### src/rtl/qracc_pkg.sv
// qracc_pkg
// Shared definitions for the bit-serial QR accelerator input path.
//   seq_state_t       : sequencer state encoding
//   SAT_GUARD_BITS    : extra headroom bits used when computing 2*acc + adc
//                       before saturating back to the accumulator width
//   plane_idx_bits()  : width of a bit-plane index for a given activation width
package qracc_pkg;

  typedef enum logic [2:0] {
    WARM  = 3'd0,
    IDLE  = 3'd1,
    DRIVE = 3'd2,
    DRAIN = 3'd3,
    OUT   = 3'd4
  } seq_state_t;

  // 2*acc needs one extra bit and adding a narrower signed ADC value needs
  // one more, so two guard bits keep the intermediate sum exact.
  localparam int SAT_GUARD_BITS = 2;

  function automatic int plane_idx_bits(input int max_bits);
    return (max_bits > 1) ? $clog2(max_bits) : 1;
  endfunction

endpackage

### src/rtl/qracc_plane_slicer.sv
// qracc_plane_slicer
// Combinational bipolar bit-plane slicer. For plane k of a B-bit two's
// complement activation, the sign plane (k = B-1) drives the negative rail
// and every lower plane drives the positive rail.
//   x_vec    in  numRows*maxInBits  registered activations, row r at [r*maxInBits +: maxInBits]
//   plane_k  in  plane index being driven
//   n_bits   in  effective activation width B (1..maxInBits)
//   enable   in  gate; both rails are 0 when low
//   data_p   out positive plane drive, one bit per row
//   data_n   out negative plane drive, one bit per row
module qracc_plane_slicer
  import qracc_pkg::*;
#(
  parameter int numRows   = 128,
  parameter int maxInBits = 8,
  parameter int KW        = plane_idx_bits(maxInBits),
  parameter int BW        = KW + 1
) (
  input  logic [numRows*maxInBits-1:0] x_vec,
  input  logic [KW-1:0]                plane_k,
  input  logic [BW-1:0]                n_bits,
  input  logic                         enable,
  output logic [numRows-1:0]           data_p,
  output logic [numRows-1:0]           data_n
);

  logic                 sign_plane;
  logic [maxInBits-1:0] row_bits;

  // The top bit of a B-bit value carries weight -2^(B-1), so it goes to the
  // negative rail; all other bits carry positive weight.
  always_comb begin
    data_p     = '0;
    data_n     = '0;
    row_bits   = '0;
    sign_plane = ({1'b0, plane_k} == (n_bits - 1'b1));
    for (int r = 0; r < numRows; r++) begin
      row_bits  = x_vec[r*maxInBits +: maxInBits];
      data_p[r] = enable & ~sign_plane & row_bits[plane_k];
      data_n[r] = enable &  sign_plane & row_bits[plane_k];
    end
  end

endmodule

### src/rtl/qracc_bitserial_seq.sv
// qracc_bitserial_seq
// Bit-serial input sequencer and shift-accumulator in front of qr_acc_wrapper.
// Accepts one vector of signed activations, drives it MSB-first as bipolar
// bit-planes, and folds the per-column ADC results into signed partial sums
// with acc = sat(2*acc + adc).
//   clk, rst          clock and synchronous active-high reset
//   n_input_bits_cfg  activation width B, sampled on accept (0 -> 1, >max -> max)
//   x_valid_i/x_ready_o/x_data_i      activation vector handshake
//   mac_en_o          MAC enable to the wrapper, high whenever out of reset
//   data_p_o/data_n_o positive / negative plane drive
//   adc_out_i         signed per-column ADC results
//   psum_valid_o/psum_ready_i/psum_o  partial-sum handshake
//   busy_o            high in every state except IDLE
module qracc_bitserial_seq
  import qracc_pkg::*;
#(
  parameter int numRows      = 128,
  parameter int numCols      = 8,
  parameter int numAdcBits   = 4,
  parameter int maxInBits    = 8,
  parameter int accBits      = 16,
  parameter int numCfgBits   = 8,
  parameter int adcLatency   = 1,
  parameter int settleCycles = 5
) (
  input  logic                          clk,
  input  logic                          rst,
  input  logic [numCfgBits-1:0]         n_input_bits_cfg,
  input  logic                          x_valid_i,
  output logic                          x_ready_o,
  input  logic [numRows*maxInBits-1:0]  x_data_i,
  output logic                          mac_en_o,
  output logic [numRows-1:0]            data_p_o,
  output logic [numRows-1:0]            data_n_o,
  input  logic [numCols*numAdcBits-1:0] adc_out_i,
  output logic                          psum_valid_o,
  input  logic                          psum_ready_i,
  output logic [numCols*accBits-1:0]    psum_o,
  output logic                          busy_o
);

  localparam int KW = plane_idx_bits(maxInBits);
  localparam int BW = KW + 1;
  localparam int SW = accBits + SAT_GUARD_BITS;
  localparam int WW = (settleCycles > 1) ? $clog2(settleCycles) : 1;

  localparam logic signed [SW-1:0] SAT_MAX =
    {{(SAT_GUARD_BITS+1){1'b0}}, {(accBits-1){1'b1}}};
  localparam logic signed [SW-1:0] SAT_MIN =
    {{(SAT_GUARD_BITS+1){1'b1}}, {(accBits-1){1'b0}}};
  localparam logic [adcLatency-1:0] TOP_TAG = adcLatency'(1) << (adcLatency - 1);

  seq_state_t                     state;
  logic [WW-1:0]                  warm_cnt;
  logic [numRows*maxInBits-1:0]   x_reg;
  logic [BW-1:0]                  b_reg;
  logic [BW-1:0]                  b_eff;
  logic [KW-1:0]                  plane_k;
  logic [adcLatency-1:0]          tag_sr;
  logic                           drive_now;
  logic                           capture;
  logic signed [accBits-1:0]      acc      [numCols];
  logic signed [accBits-1:0]      acc_next [numCols];
  logic signed [SW-1:0]           sum      [numCols];
  logic [numAdcBits-1:0]          adc_col  [numCols];

  assign drive_now    = (state == DRIVE);
  assign capture      = tag_sr[adcLatency-1];
  assign x_ready_o    = (state == IDLE);
  assign psum_valid_o = (state == OUT);
  assign busy_o       = (state != IDLE);
  assign mac_en_o     = 1'b1;

  // Zero is treated as one bit and anything wider than the datapath is clamped.
  always_comb begin
    b_eff = n_input_bits_cfg[BW-1:0];
    if (n_input_bits_cfg == '0)
      b_eff = BW'(1);
    else if (n_input_bits_cfg > numCfgBits'(maxInBits))
      b_eff = BW'(maxInBits);
  end

  // Sequencer: warm-up, accept, MSB-first plane walk, wait for the ADC pipe
  // to empty, then hold the result until the consumer takes it.
  always_ff @(posedge clk) begin
    if (rst) begin
      state    <= WARM;
      warm_cnt <= '0;
      x_reg    <= '0;
      b_reg    <= BW'(1);
      plane_k  <= '0;
    end else begin
      case (state)
        WARM: begin
          if (warm_cnt == WW'(settleCycles - 1))
            state <= IDLE;
          else
            warm_cnt <= warm_cnt + 1'b1;
        end
        IDLE: begin
          if (x_valid_i) begin
            x_reg   <= x_data_i;
            b_reg   <= b_eff;
            plane_k <= KW'(b_eff - 1'b1);
            state   <= DRIVE;
          end
        end
        DRIVE: begin
          if (plane_k == '0)
            state <= DRAIN;
          else
            plane_k <= plane_k - 1'b1;
        end
        DRAIN: begin
          // Only the oldest tag left means this cycle lands the final capture.
          if (tag_sr == TOP_TAG)
            state <= OUT;
        end
        OUT: begin
          if (psum_ready_i)
            state <= IDLE;
        end
        default: state <= WARM;
      endcase
    end
  end

  // Each drive cycle enters a tag that emerges adcLatency cycles later,
  // marking the cycle whose ADC value belongs to that plane.
  always_ff @(posedge clk) begin
    if (rst) begin
      tag_sr <= '0;
    end else begin
      tag_sr[0] <= drive_now;
      for (int i = 1; i < adcLatency; i++)
        tag_sr[i] <= tag_sr[i-1];
    end
  end

  // Shift-accumulate in a widened domain, then clamp. Because the clamped
  // value is what gets stored, saturation stays sticky for the transaction.
  always_comb begin
    for (int c = 0; c < numCols; c++) begin
      adc_col[c] = adc_out_i[c*numAdcBits +: numAdcBits];
      sum[c] = {{(SAT_GUARD_BITS-1){acc[c][accBits-1]}}, acc[c], 1'b0}
             + {{(SW-numAdcBits){adc_col[c][numAdcBits-1]}}, adc_col[c]};
      if (sum[c] > SAT_MAX)
        acc_next[c] = SAT_MAX[accBits-1:0];
      else if (sum[c] < SAT_MIN)
        acc_next[c] = SAT_MIN[accBits-1:0];
      else
        acc_next[c] = sum[c][accBits-1:0];
    end
  end

  always_ff @(posedge clk) begin
    if (rst) begin
      for (int c = 0; c < numCols; c++) acc[c] <= '0;
    end else if (x_ready_o && x_valid_i) begin
      for (int c = 0; c < numCols; c++) acc[c] <= '0;
    end else if (capture) begin
      for (int c = 0; c < numCols; c++) acc[c] <= acc_next[c];
    end
  end

  always_comb begin
    psum_o = '0;
    for (int c = 0; c < numCols; c++)
      psum_o[c*accBits +: accBits] = acc[c];
  end

  qracc_plane_slicer #(
    .numRows   (numRows),
    .maxInBits (maxInBits)
  ) u_slicer (
    .x_vec   (x_reg),
    .plane_k (plane_k),
    .n_bits  (b_reg),
    .enable  (drive_now),
    .data_p  (data_p_o),
    .data_n  (data_n_o)
  );

endmodule

### config.mk
export PLATFORM = sky130hd
export DESIGN_NAME = qracc_bitserial_seq
export DESIGN_NICKNAME = d
export VERILOG_FILES = /design/src/rtl/qracc_pkg.sv /design/src/rtl/qracc_plane_slicer.sv /design/src/rtl/qracc_bitserial_seq.sv
export SDC_FILE = /design/constraint.sdc
export NUM_CORES = 2
export LEC_CHECK = 0
export CAP_MARGIN = 20
export CORE_AREA = 2 2 571 573
export CTS_CLUSTER_DIAMETER = 50
export CTS_CLUSTER_SIZE = 10
export DETAILED_ROUTE_END_ITERATION = 10
export DIE_AREA = 0 0 573 575
export GPL_ROUTABILITY_DRIVEN = 0
export PLACE_DENSITY = 0.33
export SLEW_MARGIN = 20
export SYNTH_ARGS = -nofsm -noshare
export SYNTH_HDL_FRONTEND = slang
export SYNTH_SLANG_ARGS = --single-unit
### constraint.sdc
create_clock -name clk -period 4.8 [get_ports clk]
set_clock_uncertainty 0.2 [all_clocks]
set_input_delay 0.96 -clock clk [delete_from_list [all_inputs] [get_ports clk]]
set_output_delay 0.96 -clock clk [all_outputs]
set_load 0.01 [all_outputs]
==> impl_metrics.csv <==
group,metric,value,unit
outcome,outcome,"finished clean",
synthesis,synth-edff-count,112,
critical_path,crit_arrival,3.48,ns
routing,viasPerCell,4.27,
power,clock_power_share,41.7,%
critical_path,crit_path_start_kind,"register",
global_route,overflow,0,
routing,via_count,53100,
critical_path,r2r_start,"acc[0][48]",
layout,nets,9089,
critical_path,cp-end-kind,"output pin",
sta,min_period_over_period,96.6,%
global_route,grt_max_degree,188,
sta,slew_headroom,20.0,%
synthesis,synth_area_per_cell,8.45,um2
global_route,antenna_found_initial,186,
power,p_leak,28.4,nW
power,p_int,25.8,mW
clocking,cts_made_buffers,215,
routing,avgRoutedWirePerCell,23.1,um
critical_path,crit_start,"plane_k[0]",
global_route,grt_pass1_wl,403,mm
place,placed_cell_area,74900,um2
power,pwr-share-seq,31.0,%
layout,drive_above_1_share,11.0,%
critical_path,crit_fanout,73,
die,start_util,17.0,%
routing,dr.pass1.iters,7,
hold_path,holdCritStartpoint,"x_reg[130]",
clocking,clockBufferDepth,4,
place,io_buffers,1454,
power,powerDensity,465,nW/um2
die,die_w,573,um
critical_path,rrSetupSlack,1.09,ns
power,ir_drop,277,uV
clocking,cts_root_buf,"clkbuf_16",
power,power_frac_comb,27.3,%
job,maxCapViolCount,0,
die,die_area,329000,um2
critical_path,path_class,"reg2out",
critical_path,reg2reg_depth,12,
die,ios,1456,
die,core,323000,um2
global_route,grt_pass1_vias,53500,
power,switching_share,33.2,%
die,placementRows,209,
routing,wirelength,287,mm
die,fp.dieH,575,um
hold_path,hold_path_depth,2,
synthesis,synth-seq-cells,1166,
clocking,clk_latency,0.84,ns
sta,worstMarginPinSlew,1.20,ns
clocking,clk_pin_slew,0.05,ns
hold_path,hold_class,"reg2reg",
routing,drc_errors,0,
routing,drt_iter0_drc,2804,
synthesis,async_flop_share,0,%
synthesis,ys_warn_count,0,
sta,finalMaxSlewViolations,0,
sta,max_freq,0.216,GHz
routing,drtAntennaViolNets,0,
sta,tns,0,ns
clocking,cts_tree,"yes",
critical_path,r2r-end,"acc[0][50]",
power,power_switching,12.8,mW
synthesis,syn_nets,7714,
hold_path,min_to,"x_reg[130]",
synthesis,netlist_area,55000,um2
clocking,htreeDepth,4,
sta,hold_viol,0,
place,hpwl,220,mm
layout,fill_cells,35200,
global_route,grt_use_total,16.7,%
sta,setup_viol_count_final,0,
synthesis,synth-seq-area-share,44.5,%
layout,largest_reg_flops,1024,
critical_path,worst_ep_required_time,3.64,ns
synthesis,ys_types,82,
layout,syn2layout_area_growth,50.7,%
layout,stdcell_area,82900,um2
power,p_total,38.6,mW
clocking,cts.sink_count,1166,
sta,min_period,4.64,ns
synthesis,synth-main-ff-cell,"dfxtp_1",
synthesis,synth_cells,6506,
sta,grt_setup_unrepaired,"no",
## metrics by stage
stage | cells | util, % | hold WS [ns] | setup WS [ns]
after floorplan | 6506 | - | 0.233 | 1.03
after global placement | 12000 | 23.2 | 0.239 | -0.0430
after detailed placement | 12000 | 23.2 | 0.244 | -0.0748
after CTS | 12400 | 25.6 | 0.185 | 0.0191
after global routing | 12400 | 25.6 | 0.203 | 0.000456
final | 12400 | 25.6 | 0.250 | 0.164
## synthesized netlist by cell type, drive strengths merged (4+ instances only)
master | count | area, um2
a2111oi | 8 | 90.1
a211o | 7 | 61.3
a211oi | 22 | 170
a21boi | 10 | 75.1
a21o | 79 | 607
a21oi | 1145 | 5730
a221oi | 4 | 35.0
a31o | 4 | 35.0
a31oi | 29 | 181
and2 | 13 | 82.6
and3 | 14 | 88.8
buf | 45 | 190
clkbuf | 434 | 1640
dfxtp | 1054 | 21100
edfxtp | 112 | 3360
fa | 8 | 160
ha | 132 | 1650
inv | 73 | 274
mux2i | 129 | 1290
mux4 | 256 | 5770
nand2 | 2129 | 7990
nand2b | 21 | 131
nand3 | 44 | 220
nand4 | 12 | 75.1
nor2 | 345 | 1290
nor2b | 14 | 87.6
nor3 | 29 | 145
nor4 | 7 | 43.8
o211ai | 18 | 135
o21a | 29 | 218
o21ai | 96 | 492
o21bai | 13 | 97.6
o311ai | 4 | 35.0
o31a | 5 | 43.8
o31ai | 13 | 103
or2 | 8 | 50.1
or3 | 11 | 75.1
xnor2 | 65 | 577
xor2 | 27 | 236
## metal layers
| layer | wire length [um] | GRT usage, % | vias to the layer above | part of all wire, % |
|---|---|---|---|---|
| li1 | - | - | 25100 | - |
| met5 | 658 | 0 | - | 0.23 |
| met1 | 117000 | 19.5 | 25600 | 41 |
| met3 | 19600 | 4.87 | 569 | 6.8 |
| met2 | 143000 | 29.8 | 1633 | 50 |
| met4 | 7030 | 3.99 | 102 | 2.4 |
## worst max-delay path, stage by stage (launching register included)
cell and delay [ns]:
dfxtp_4 0.37, buf_12 0.16, buf_16 0.22, xnor2_1 0.10, nor2_1 0.12, nand4_1 0.25
buf_12 0.24, buf_12 0.17, nor2_1 0.23, clkdlybuf4s50_1 0.57
## logic make-up after synthesis
family / synth area share (%)
AND/OR/NAND/NOR: 18.9
AO/OA/AOI/OAI: 15.2
flip-flops: 44.5
buffers and inverters: 3.82
multiplexers: 12.8
adder cells (fa/ha/maj): 3.29
XOR/XNOR: 1.48
other: 0.00682
## how the worst max path moves through the flow
stage,endpoint,slack (ns)
2_1_floorplan,acc[0][57],1.03
4_1_cts,data_n_o[6],0.02
3_3_place_gp,acc[1][25],-0.04
6_report,data_n_o[124],0.16
5_1_grt,data_n_o[18],0.0005
3_5_place_dp,acc[1][26],-0.07
## repair_timing
action | in CTS | in global routing
setup endpoints to repair | 245 | 76
setup buffers | 9 | 1
resized for setup | 19 | 7
gates cloned | 0 | 0
hold buffers | 0 | 0
## final cells by class
cell class	instances	area [um2]	area share [%]
sequential	1166	24500	29.5
tap	4325	5410	6.53
clock buffer	269	6010	7.26
inverter	73	274	0.331
clock inverter	129	1590	1.91
antenna	50	125	0.151
multi-input combinational	4788	28500	34.4
timing repair buffer	1637	16500	19.9
## placed cells by master (no fill, tap or decap), types with 29 or more instances in the layout
cell type	netlist	routed
a21o_1	68	68
a21oi_1	1145	1144
a31oi_1	29	29
buf_12	0	38
buf_4	1	141
clkbuf_16	0	223
clkdlybuf4s50_1	0	1453
clkinv_2	0	36
dfxtp_1	1054	1050
diode_2	0	50
edfxtp_1	112	112
ha_1	132	132
inv_1	73	73
mux2i_1	129	109
mux4_2	256	256
nand2_1	2129	2127
nand3_1	44	43
nor2_1	345	343
o21a_1	29	29
o21ai_0	93	93
xnor2_1	64	64
## power by group through the flow
stage | logic (mW) | clock network [mW] | registers [mW]
6_report | 10.5 | 16.1 | 12.0
5_1_grt | 11.6 | 17.0 | 12.1
4_1_cts | 10.8 | 16.6 | 12.0
3_5_place_dp | 10.6 | 0 | 12.2
3_3_place_gp | 10.5 | 0 | 12.2
2_1_floorplan | 6.16 | 0 | 11.8
Power figures use the tool's default switching activity.
